[src/rtl/i2c_simple_master_controller.sv]
// i2c_simple_master_controller
// Master for the three-data-line simple I2C link. One command is latched
// when cmd_valid meets cmd_ready. The block then sends START, a 20-bit
// parallel frame on sda1/sda2/sda3, one ACK clock slot and STOP.
// Every bus phase lasts CLK_DIV clocks, and all bus outputs are registered.

module i2c_simple_master_controller #(
  parameter int CLK_DIV = 4
) (
  input  logic        clk,
  input  logic        rst,
  input  logic        cmd_valid,
  output logic        cmd_ready,
  input  logic [7:0]  cmd_ub,
  input  logic [7:0]  cmd_lb,
  input  logic [2:0]  cmd_rw_sel,
  input  logic [4:0]  cmd_slave,
  input  logic        cmd_burst_sel,
  input  logic [6:0]  cmd_burst_len,
  input  logic [19:0] cmd_addr,
  output logic        busy,
  output logic        done,
  output logic        scl,
  output logic        sda1,
  output logic        sda2,
  output logic        sda3
);

  localparam int             PW         = $clog2(CLK_DIV);
  localparam logic [PW-1:0]  PHASE_LAST = PW'(CLK_DIV - 1);
  localparam logic [PW-1:0]  PHASE_ZERO = {PW{1'b0}};
  localparam logic [4:0]     BIT_FIRST  = 5'd19;

  typedef enum logic [3:0] {
    S_IDLE     = 4'd0,
    S_START    = 4'd1,
    S_BIT_LO   = 4'd2,
    S_BIT_HI   = 4'd3,
    S_ACK_LO   = 4'd4,
    S_ACK_HI   = 4'd5,
    S_STOP_LO  = 4'd6,
    S_STOP_HI  = 4'd7,
    S_STOP_REL = 4'd8
  } state_t;

  state_t        state_r, state_s;
  logic [PW-1:0] phase_r, phase_s;
  logic [4:0]    bit_r, bit_s;
  logic [19:0]   frame1_r, frame2_r, frame3_r;
  logic          accept_s, phase_end_s, done_s;
  logic          scl_s, sda1_s, sda2_s, sda3_s;
  logic          scl_r, sda1_r, sda2_r, sda3_r;
  logic          busy_r, done_r, ready_r;

  assign cmd_ready = ready_r;
  assign busy      = busy_r;
  assign done      = done_r;
  assign scl       = scl_r;
  assign sda1      = sda1_r;
  assign sda2      = sda2_r;
  assign sda3      = sda3_r;

  assign accept_s    = cmd_valid && (state_r == S_IDLE);
  assign phase_end_s = (phase_r == PHASE_ZERO);

  // Next-state logic: phase down-counter, bit index and bus state sequencing
  always_comb begin
    state_s = state_r;
    phase_s = phase_r;
    bit_s   = bit_r;
    done_s  = 1'b0;
    if (state_r == S_IDLE) begin
      if (accept_s) begin
        state_s = S_START;
        phase_s = PHASE_LAST;
        bit_s   = BIT_FIRST;
      end else begin
        phase_s = PHASE_ZERO;
      end
    end else if (!phase_end_s) begin
      phase_s = phase_r - PW'(1);
    end else begin
      phase_s = PHASE_LAST;
      case (state_r)
        S_START:   state_s = S_BIT_LO;
        S_BIT_LO:  state_s = S_BIT_HI;
        S_BIT_HI: begin
          if (bit_r == 5'd0) begin
            state_s = S_ACK_LO;
          end else begin
            bit_s   = bit_r - 5'd1;
            state_s = S_BIT_LO;
          end
        end
        S_ACK_LO:  state_s = S_ACK_HI;
        S_ACK_HI:  state_s = S_STOP_LO;
        S_STOP_LO: state_s = S_STOP_HI;
        S_STOP_HI: state_s = S_STOP_REL;
        S_STOP_REL: begin
          state_s = S_IDLE;
          phase_s = PHASE_ZERO;
          done_s  = 1'b1;
        end
        default: begin
          state_s = S_IDLE;
          phase_s = PHASE_ZERO;
        end
      endcase
    end
  end

  // Bus line values for the state being entered, so the registered lines change exactly at phase starts
  always_comb begin
    scl_s  = 1'b1;
    sda1_s = 1'b1;
    sda2_s = 1'b1;
    sda3_s = 1'b1;
    case (state_s)
      S_IDLE: begin
        scl_s = 1'b1;
      end
      S_START: begin
        sda3_s = 1'b0;
      end
      S_BIT_LO: begin
        scl_s  = 1'b0;
        sda1_s = frame1_r[bit_s];
        sda2_s = frame2_r[bit_s];
        sda3_s = frame3_r[bit_s];
      end
      S_BIT_HI: begin
        sda1_s = frame1_r[bit_s];
        sda2_s = frame2_r[bit_s];
        sda3_s = frame3_r[bit_s];
      end
      S_ACK_LO, S_STOP_LO: begin
        scl_s  = 1'b0;
        sda1_s = 1'b0;
        sda2_s = 1'b0;
        sda3_s = 1'b0;
      end
      S_ACK_HI, S_STOP_HI: begin
        sda1_s = 1'b0;
        sda2_s = 1'b0;
        sda3_s = 1'b0;
      end
      S_STOP_REL: begin
        scl_s = 1'b1;
      end
      default: begin
        scl_s = 1'b1;
      end
    endcase
  end

  // State, counters and handshake/status flags
  always_ff @(posedge clk) begin
    if (rst) begin
      state_r <= S_IDLE;
      phase_r <= PHASE_ZERO;
      bit_r   <= 5'd0;
      busy_r  <= 1'b0;
      done_r  <= 1'b0;
      ready_r <= 1'b0;
    end else begin
      state_r <= state_s;
      phase_r <= phase_s;
      bit_r   <= bit_s;
      busy_r  <= (state_s != S_IDLE);
      done_r  <= done_s;
      ready_r <= (state_s == S_IDLE);
    end
  end

  // Capture the three line frames once, at command acceptance
  always_ff @(posedge clk) begin
    if (rst) begin
      frame1_r <= 20'd0;
      frame2_r <= 20'd0;
      frame3_r <= 20'd0;
    end else if (accept_s) begin
      frame1_r <= {cmd_ub, cmd_rw_sel, cmd_slave, 4'b0000};
      frame2_r <= {cmd_lb, cmd_burst_sel, cmd_burst_len, 4'b0000};
      frame3_r <= cmd_addr;
    end else begin
      frame1_r <= frame1_r;
      frame2_r <= frame2_r;
      frame3_r <= frame3_r;
    end
  end

  // Registered bus lines; reset releases everything high on the same edge
  always_ff @(posedge clk) begin
    if (rst) begin
      scl_r  <= 1'b1;
      sda1_r <= 1'b1;
      sda2_r <= 1'b1;
      sda3_r <= 1'b1;
    end else begin
      scl_r  <= scl_s;
      sda1_r <= sda1_s;
      sda2_r <= sda2_s;
      sda3_r <= sda3_s;
    end
  end

endmodule

[config.mk]
export PLATFORM = sky130hd
export DESIGN_NAME = i2c_simple_master_controller
export DESIGN_NICKNAME = d
export VERILOG_FILES = /design/src/rtl/i2c_simple_master_controller.sv
export SDC_FILE = /design/constraint.sdc
export NUM_CORES = 1
export LEC_CHECK = 0
export CORE_MARGIN = 3
export CORE_UTILIZATION = 35
export CTS_CLUSTER_SIZE = 14
export DETAILED_ROUTE_END_ITERATION = 8
export GPL_TIMING_DRIVEN = 0
export HOLD_SLACK_MARGIN = 0.02
export PLACE_DENSITY = 0.57
export SETUP_SLACK_MARGIN = 0.15
export SKIP_CTS_REPAIR_TIMING = 1
export SYNTH_ARGS = -nofsm -noshare
export SYNTH_HDL_FRONTEND = slang
export SYNTH_SLANG_ARGS = --single-unit
[constraint.sdc]
create_clock -name clk -period 3.15 [get_ports clk]
set_input_delay 0.315 -clock clk [delete_from_list [all_inputs] [get_ports clk]]
set_output_delay 0.315 -clock clk [all_outputs]
set_load 0.05 [all_outputs]
### Yosys cells after proc, flatten, opt, wreduce, memory -nomap -nowiden

Index checks and enable logic that the tools add are counted.

| word-level totals | value |
|---|---|
| register bits | 70 |
| output and inout port bits | 7 |

| operators by class | value |
|---|---|
| add/sub/neg operators | 2 |
| order comparisons | 1 |
| eq/ne operators | 15 |
| muxes and demuxes | 25 |
| bitwise operators | 1 |
| reduce and logical (&&, ||, !) cells | 12 |

Operators with widths:

| kind | count |
|---|---|
| $eq 4x3->1 const B | 8 |
| $pmux 4 s7 | 1 |
| $mux 5 | 5 |
| $eq 4x2->1 const B | 4 |
| $bmux 1 s5 | 3 |
| $mux 4 | 3 |
| $eq 4x1->1 const B | 2 |
| $logic_not 4->1 | 2 |
| $mux 2 | 4 |
| $reduce_or 7->1 | 1 |
| $lt 5x6->1 const B | 1 |
| $pmux 1 s2 | 3 |
| $reduce_or 3->1 | 2 |
| $logic_not 5->1 | 1 |
| $mux 1 | 5 |
| $reduce_or 5->1 | 1 |
| $sub 5x1->5 const B | 1 |
| $eq 4x4->1 const B | 1 |
| $reduce_bool 4->1 | 1 |
| $reduce_or 4->1 | 1 |
| $mux 3 | 1 |
| $logic_not 2->1 | 1 |
| $reduce_or 2->1 | 1 |
| $sub 2x1->2 const B | 1 |
| other kinds (2) | 2 |

### Longest topological paths before layout

Gate-level depths: netlist of run 1.

| depth | value |
|---|---|
| depth after elaboration | 8 |
| gate-level depth with buffers | 10 |

### Worst setup path before layout of run 1

Ideal clock, no wire load.

| timing path | value |
|---|---|
| path type | flip-flop to flip-flop |
| from | reg bit_r[0] |
| to | reg sda2_r (netlist: sda2) |
| data arrival time | 2.143 ns |
| data required time | 3.023 ns |
| setup slack | 0.880 ns |
| cell stages (with the launch flop) | 11 |
| path buffers | 1 |
| cell sequence | dfxtp_1 -> inv_1 -> ha_1 -> nor4b_4 -> nand3b_4 -> mux2i_4 -> buf_6 -> mux2i_1 -> mux2i_1 -> a221oi_1 -> o21ai_1 |

| between the ends | value |
|---|---|
| word-level cells in the longest chain between the ends | 8 |
| elaborated cells on any way between the ends | 22 |

Ends and longest elaborated chain:

| what | RTL line | source |
|---|---|---|
| from (decl) | 48 | `logic [4:0] bit_r, bit_s;` |
| from (signal assigned) | 168 | `bit_r <= bit_s;` |
| $sub 5x1->5 / $logic_not 5->1 (equally long branches) | 91, 88 |  |
| $mux 5 / $mux 3 (equally long branches) | 88 | `if (bit_r == 5'd0) begin` |
| $mux 5 / $pmux 4 s7 (equally long branches) | 84 | `case (state_r)` |
| $mux 5 / $mux 4 (equally long branches) | 80 | `end else if (!phase_end_s) begin` |
| $mux 5 / $mux 4 (equally long branches) | 72 | `if (state_r == S_IDLE) begin` |
| $bmux 1 s5, or another cell as far along | 128, 133 |  |
| $mux 1 (not written as such), or another cell as far along | 128, 133 |  |
| $pmux 1 s2 * | 118 | `case (state_s)` |
| to (signal assigned) | 202 | `sda2_r <= sda2_s;` |
| to (decl) | 52 | `logic scl_r, sda1_r, sda2_r, sda3_r;` |

Every way passes the cells marked *; elsewhere a longest branch is shown, timed or not. The select of a mux whose other input is x is not followed.
A chain may end at the register's enable or synchronous reset.

### Worst setup path in the final report of run 1

Ends and elaborated chain as after synthesis.

==> results by group, run 1 <==
Status
  • Outcome: finished clean

Pwr
  • Max IR drop VDD: 0.295 mV
  • Leakage: 1.65 nW
  • Pwr/cell area: 604 nW/µm²

STA
  • Worst hold slack: 0.453 ns
  • Fmax: 375 MHz
  • Worst-Margin Slew: 0.927 ns
  • Final number of setup-violating endpoints: 0
  • RSZ-0062 raised after global routing: no
  • Slew headroom: 37.4%
  • Crit share post-route: 84.7%
  • Crit path time final: 2.67 ns
  • Total Neg Setup Slack: 0 ns
  • Final Slew Violations: 0
  • Hold Fails Final Rpt: 0
  • Clk_skew: 0.00968 ns

Yosys
  • Sequential fraction of the synthesis area: 42.6%
  • XOR/XNOR share of the synthesized area: 0%
  • Syn Nets: 468
  • Post-synthesis mux area share: 10.4%
  • Synth top cells by count: 123 x nand2_1, 70 x a21oi_1, 70 x dfxtp_1
  • Post-synthesis adder-cell area fraction: 0.761%
  • Post-synth top area cell: dfxtp_1
  • Post-Syn Instances: 411
  • Syn avg cell area: 8.00 µm²
  • Post-synth EDFFs: 0
  • Cell area after synthesis: 3290 µm²
  • Yosys reg bits: 70
  • Area fraction of the dominant cell type after synthesis: 42.6%
  • Compound-Gate Fraction of Synth Area: 16.8%
  • YS warnings: 0
  • Synth unique cells: 47
  • Most frequent cell after synthesis: nand2_1
  • Fraction of the mapped netlist area in simple logic gates: 24.1%
  • Largest cells by area after synthesis: dfxtp_1 43%, nand2_1 14%, a21oi_1 11%, mux2i_1 8.5%, clkbuf_1 2.5%
  • Combinational family with the most area after synthesis: simple AND/OR/NAND/NOR gates
  • Synth Flop Type: dfxtp_1
  • FFs w/ async S/R, synth: 0%

Detailed routing
  • DR WL/cell: 13.8 µm
  • Final ANT Viol Nets: 0
  • First-pass iteration count of the detailed router: 4
  • Starting DRT DRC Count: 104
  • Via count: 2998
  • DR vias/cell: 5.04
  • Detailed Route WL: 8.22 mm
  • Residual DRC count: 0

CTS
  • Skew-Pair Late Insertion Delay: 0.34 ns
  • Clock root cell: clkbuf_8
  • CTS tree: done
  • Clock Sinks: 70
  • CTS buffer count: 9
  • Clock buffer depth: 2
  • Max H-tree Level: 3
  • Clock transition at path regs: 0.08 ns

Setup path
  • CP required: 3.36 ns
  • Crit-path max FO: 10
  • CP endpoint kind: register
  • Startpoint types: register
  • Critical path type: reg -> reg
  • Worst path cell trace: inv_1, ha_1, nor4b_4, nand3b_4, mux2i_4, buf_6, mux2i_1, mux2i_1, a221oi_1, o21ai_1
  • CP arrival: 2.88 ns
  • CP max-delay cell: mux2i_4
  • Crit path largest cell delay: 0.40 ns
  • CP dominant cell by count: mux2i_1
  • R2R depth: 10

Global routing
  • All-Layer GR Usage: 16.4%
  • First-pass GRT wire length: 13.6 mm
  • Vias in the first global route: 2809
  • Initial antenna violation count: 0
  • Largest net degree at the start of global routing: 13
  • GRT overflow: 0

Cells and area
  • FF/Latch Area: 1400 µm²
  • Layout cell share with drive strength beyond 1: 7.39%
  • Antenna diodes: 0
  • Fillers: 904
  • Area occupied by multi-input gates: 1710 µm²
  • Area growth syn-to-layout: 29.5%
  • Final #Nets: 539

Run
  • Max-cap check violation count: 0

Floorplanning
  • Starting Density: 36.8%
  • Die ar.: 10600 µm²
  • FP Rows: 34
  • Die Wd: 103 µm
  • Area of the core: 8930 µm²
  • I/O pin cnt: 62
  • Die Y: 103 µm

Placement
  • Routability cong.: 0.841
  • Port Buffers: 60
  • Placed wire-length estimate: 6.13 mm

Min path
  • Hold Path Class: reg -> reg
  • Worst hold path cell count: 2
[routing by layer]
metal | vias to the layer above | track usage (%) | routed length (µm)
li1 | 1546 | - | -
met1 | 1366 | 22.7 | 3810
met2 | 74 | 26.1 | 3860
met3 | 12 | 2.84 | 435
met4 | 0 | 5.08 | 111
met5 | - | 0 | 0
[critical path: cells and delay by family, from the launching register on]
kind	cells	cell delay (ns)
fa+ha+maj	1	0.20
buf+inv	2	0.34
flops	1	0.37
simple gates	2	0.61
mux	3	0.69
compound gates	2	0.34
[final cells by class]
cell class | instances | share of cell area [%]
Buffer | 31 | 3.53
Clock buffer | 11 | 3.56
Clock inverter | 5 | 1.91
Inverter | 7 | 0.617
Multi-Input combinational cell | 303 | 40.2
Sequential cell | 70 | 32.9
Tap cell | 108 | 3.17
Timing Repair Buffer | 60 | 14.1
[cell usage in the layout, fill, tap and decap left out, types with 4 or more instances in the layout]
cell	count
a21oi_1	70
a22oi_1	4
a31oi_1	4
buf_4	4
clkbuf_1	22
clkbuf_8	11
clkdlybuf4s50_1	60
dfxtp_1	70
inv_1	7
mux2i_1	28
nand2_1	123
nand3_1	4
nor2_1	17
nor3_1	5
o21ai_0	4
[flip-flops by register name, summed over array words and instances, names as in the netlist]
name and flops:
sda3 1, done 1, state_r 4, sda2 1
busy 1, cmd_ready 1, scl 1, bit_r 5
frame2_r 16, frame1_r 16, frame3_r 20, sda1 1
phase_r 2
[power by group]
part,internal [mW],total (mW),leakage [nW],switching [mW]
Clock,0.489,0.839,0.116,0.350
Combinational,0.304,0.704,0.962,0.400
Sequential,0.977,1.03,0.575,0.0506
Total,1.77,2.57,1.65,0.801
[through the flow]
step | util [%] | power [mW] | setup slack [ns] | cell area [µm²] | std cells
floorplan | - | 1.53 | 0.880 | 3290 | 411
global placement | 45.0 | 1.75 | 0.525 | 4020 | 579
detailed placement | 45.0 | 1.76 | 0.488 | 4020 | 579
CTS | 47.6 | 2.59 | 0.450 | 4260 | 595
global route | 47.6 | 2.71 | 0.232 | 4260 | 595
finish | 47.6 | 2.57 | 0.483 | 4260 | 595
[kinds of logic (layout without fill, tap and decap cells)]
logic type	after synthesis	count (layout)
AND/OR/NAND/NOR	172	172
AO/OA/AOI/OAI	98	98
flip-flops	70	70
buffers and inverters	38	114
multiplexers	31	31
adder cells (fa/ha/maj)	2	2
[worst paths after layout]
| check | startpoint | endpoint | slack, ns |
|---|---|---|---|
| max | bit_r[0] | sda2 | 0.48 |
| min | frame2_r[8] | frame2_r[8] | 0.45 |
| max reg2reg | bit_r[0] | sda2 | 0.48 |
| min reg2reg | frame2_r[8] | frame2_r[8] | 0.45 |
Power figures use the tool's default switching activity.
==> inputs of run 2 (changes only) <==
--- a/config.mk
+++ b/config.mk
@@ -11,7 +11,7 @@
 export DETAILED_ROUTE_END_ITERATION = 8
 export GPL_TIMING_DRIVEN = 0
 export HOLD_SLACK_MARGIN = 0.02
-export PLACE_DENSITY = 0.57
+export PLACE_DENSITY = 0.6
 export SETUP_SLACK_MARGIN = 0.15
 export SKIP_CTS_REPAIR_TIMING = 1
 export SYNTH_ARGS = -nofsm -noshare
==> constraint.sdc (replaced) <==
create_clock -name clk -period 2.22 [get_ports clk]
set_input_delay 0.222 -clock clk [delete_from_list [all_inputs] [get_ports clk]]
set_output_delay 0.222 -clock clk [all_outputs]
set_load 0.05 [all_outputs]
==> results by group, run 2 (synthesis gave the netlist of run 1 again) <==
Status
  • Outcome: complete, but fails checks (was finished clean)
  • Failing checks: negative setup slack

Detailed routing
  • Max Used Layer: met4 (unchanged)
  • DR vias/cell: 4.96 (was 5.04)
  • DR WL/cell: 13.7 µm (was 13.8 µm)
  • Via count: 3023 (was 2998)
  • First-pass iteration count of the detailed router: 4 (unchanged)
  • Final ANT Viol Nets: 0 (unchanged)
  • Starting DRT DRC Count: 94 (was 104)
  • Wire length on met3: 418 µm (was 435 µm)
  • Detailed Route WL: 8.37 mm (was 8.22 mm)
  • M1 WL: 3.86 mm (was 3.81 mm)
  • Residual DRC count: 0 (unchanged)
  • Metal2 WL: 4.01 mm (was 3.86 mm)

Floorplanning
  • Starting Density: 36.8% (unchanged)
  • Die Y: 103 µm (unchanged)
  • FP Rows: 34 (unchanged)
  • Area of the core: 8930 µm² (unchanged)
  • Die ar.: 10600 µm² (unchanged)
  • Die Wd: 103 µm (unchanged)
  • I/O pin cnt: 62 (unchanged)

Min path
  • Hold Startpoint: cmd_valid (was frame2_r[8])
  • Hold Path Sink: phase_r[1] (was frame2_r[8])
  • Hold Path Class: in -> reg (was reg -> reg)
  • Worst hold path cell count: 3 (was 2)

STA
  • RSZ-0062 raised after global routing: yes (was no)
  • Crit share post-route: 106% (was 84.7%)
  • Crit path time final: 2.36 ns (was 2.67 ns)
  • Worst-Margin Slew: 0.995 ns (was 0.927 ns)
  • Final worst slack: -0.143 ns (was 0.483 ns)
  • Final Slew Violations: 0 (unchanged)
  • Fmax: 423 MHz (was 375 MHz)
  • Worst hold slack: 0.351 ns (was 0.453 ns)
  • Final number of setup-violating endpoints: 3 (was 0)
  • Hold Fails Final Rpt: 0 (unchanged)
  • Clk_skew: 0.00853 ns (was 0.00968 ns)
  • Total Neg Setup Slack: -0.364 ns (was 0 ns)
  • Slew headroom: 32.8% (was 37.4%)

Setup path
  • FF-to-FF End: sda1 (was sda2)
  • CP max-delay cell: dfxtp_4 (was mux2i_4)
  • CP arrival: 2.59 ns (was 2.88 ns)
  • R2R depth: 11 (was 10)
  • Worst r2r src: bit_r[0] (unchanged)
  • Worst path cell trace: inv_4, ha_4, nor4b_4, nand3b_4, mux2i_4, buf_8, buf_6, mux2i_2, mux2i_1, mux2i_1, o211ai_2 (was inv_1, ha_1, nor4b_4, nand3b_4, mux2i_4, buf_6, mux2i_1, mux2i_1, a221oi_1, o21ai_1)
  • Critical path type: reg -> reg (unchanged)
  • CP required: 2.45 ns (was 3.36 ns)
  • Setup slack, reg-to-reg: -0.14 ns (was 0.48 ns)
  • Crit-path max FO: 6 (was 10)
  • Startpoint types: register (unchanged)
  • CP dominant cell by count: mux2i_1 (unchanged)
  • Crit path largest cell delay: 0.36 ns (was 0.40 ns)
  • CP endpoint kind: register (unchanged)

Placement
  • Placed wire-length estimate: 6.08 mm (was 6.13 mm)
  • Post-Place Cells: 579 (unchanged)
  • Post-placement worst setup slack: -0.382 ns (was 0.488 ns)
  • Post-DP Area: 4050 µm² (was 4020 µm²)
  • Port Buffers: 60 (unchanged)
  • Routability cong.: 0.841 (about the same)

Cells and area
  • Antenna diodes: 0 (unchanged)
  • FF/Latch Area: 1410 µm² (was 1400 µm²)
  • Area growth syn-to-layout: 36.9% (was 29.5%)
  • Final Non-Filler Cells: 610 (was 595)
  • Design Area, Final: 4500 µm² (was 4260 µm²)
  • Largest regs: frame3_r (20), frame1_r (16), frame2_r (16) (unchanged)
  • Top reg by flops: frame3_r (unchanged)
  • Final #Nets: 554 (was 539)
  • Commonest non-fill, non-tap cells in the layout: 122 x nand2_1, 70 x a21oi_1, 68 x dfxtp_1 (was 123 x nand2_1, 70 x a21oi_1, 70 x dfxtp_1)
  • Area occupied by multi-input gates: 1760 µm² (was 1710 µm²)
  • Most common cell after layout, fill and taps aside: nand2_1 (unchanged)
  • Fillers: 875 (was 904)
  • Max reg flops: 20 (unchanged)
  • Layout cell share with drive strength beyond 1: 13.7% (was 7.39%)
  • Core Util, Final: 50.4% (was 47.6%)

Run
  • Max-cap check violation count: 0 (unchanged)

Global routing
  • Vias in the first global route: 2864 (was 2809)
  • First-pass GRT wire length: 13.3 mm (was 13.6 mm)
  • Largest net degree at the start of global routing: 13 (unchanged)
  • All-Layer GR Usage: 16.1% (was 16.4%)
  • Initial antenna violation count: 0 (unchanged)
  • GRT overflow: 0 (unchanged)

CTS
  • Skew-Pair Late Insertion Delay: 0.35 ns (was 0.34 ns)
  • CTS buffer count: 9 (unchanged)
  • Max H-tree Level: 3 (unchanged)
  • Clock root cell: clkbuf_8 (unchanged)
  • Clock Sinks: 70 (unchanged)
  • Clock buffer depth: 2 (unchanged)
  • Clock transition at path regs: 0.08 ns (about the same)
  • CTS tree: done (unchanged)

Pwr
  • Leakage: 1.77 nW (was 1.65 nW)
  • Pwr/cell area: 877 nW/µm² (was 604 nW/µm²)
  • Post-route total power: 3.95 mW (was 2.57 mW)
  • Max IR drop VDD: 0.359 mV (was 0.295 mV)
run 2: cell types whose count changed in the layout (fill, tap and decap cells not counted), sizes merged:
cell    change
buf        +14
bufinv      +1
clkbuf      +1
clkinv      -1
run 2: layer usage:
layer | track usage [%] | up-vias
li1 | - | 1563
met1 | 20.8 | 1383
met2 | 26.3 | 70
met3 | 2.98 | 7
met4 | 7.17 | 0
met5 | 0 | -
run 2: cell type report:
cell class | count | area share (%)
Buffer | 31 | 4.03
Clock buffer | 11 | 3.61
Clock inverter | 5 | 2.28
Inverter | 7 | 0.639
Multi-Input combinational cell | 303 | 39.1
Sequential cell | 70 | 31.2
Tap cell | 108 | 3.00
Timing Repair Buffer | 75 | 16.1
run 2: worst max path at each step:
stage / start / to / slack [ns] / cells past startpoint
3_5_place_dp: bit_r[0] / sda2 / -0.38 / 10
4_1_cts: bit_r[0] / sda2 / -0.40 / 10
3_3_place_gp: bit_r[0] / sda2 / -0.35 / 10
5_1_grt: bit_r[0] / sda2 / -0.29 / 10
6_report: bit_r[0] / sda1 / -0.14 / 11
2_1_floorplan: bit_r[0] / sda2 / -0.001 / 10
run 2: report_power, final:
group | internal [mW] | switching (mW) | leakage, nW
Clock | 0.843 | 0.490 | 0.131
Combinational | 0.546 | 0.607 | 1.07
Sequential | 1.39 | 0.0754 | 0.576
Total | 2.78 | 1.17 | 1.77
run 2: critical path: cells and delay by family, from the launching register on:
kind                     cells  cell delay, ns
AO/OA/AOI/OAI                1            0.08
adder cells (fa/ha/maj)      1            0.13
buffers and inverters        3            0.37
flip-flops                   1            0.36
multiplexers                 4            0.79
AND/OR/NAND/NOR              2            0.50
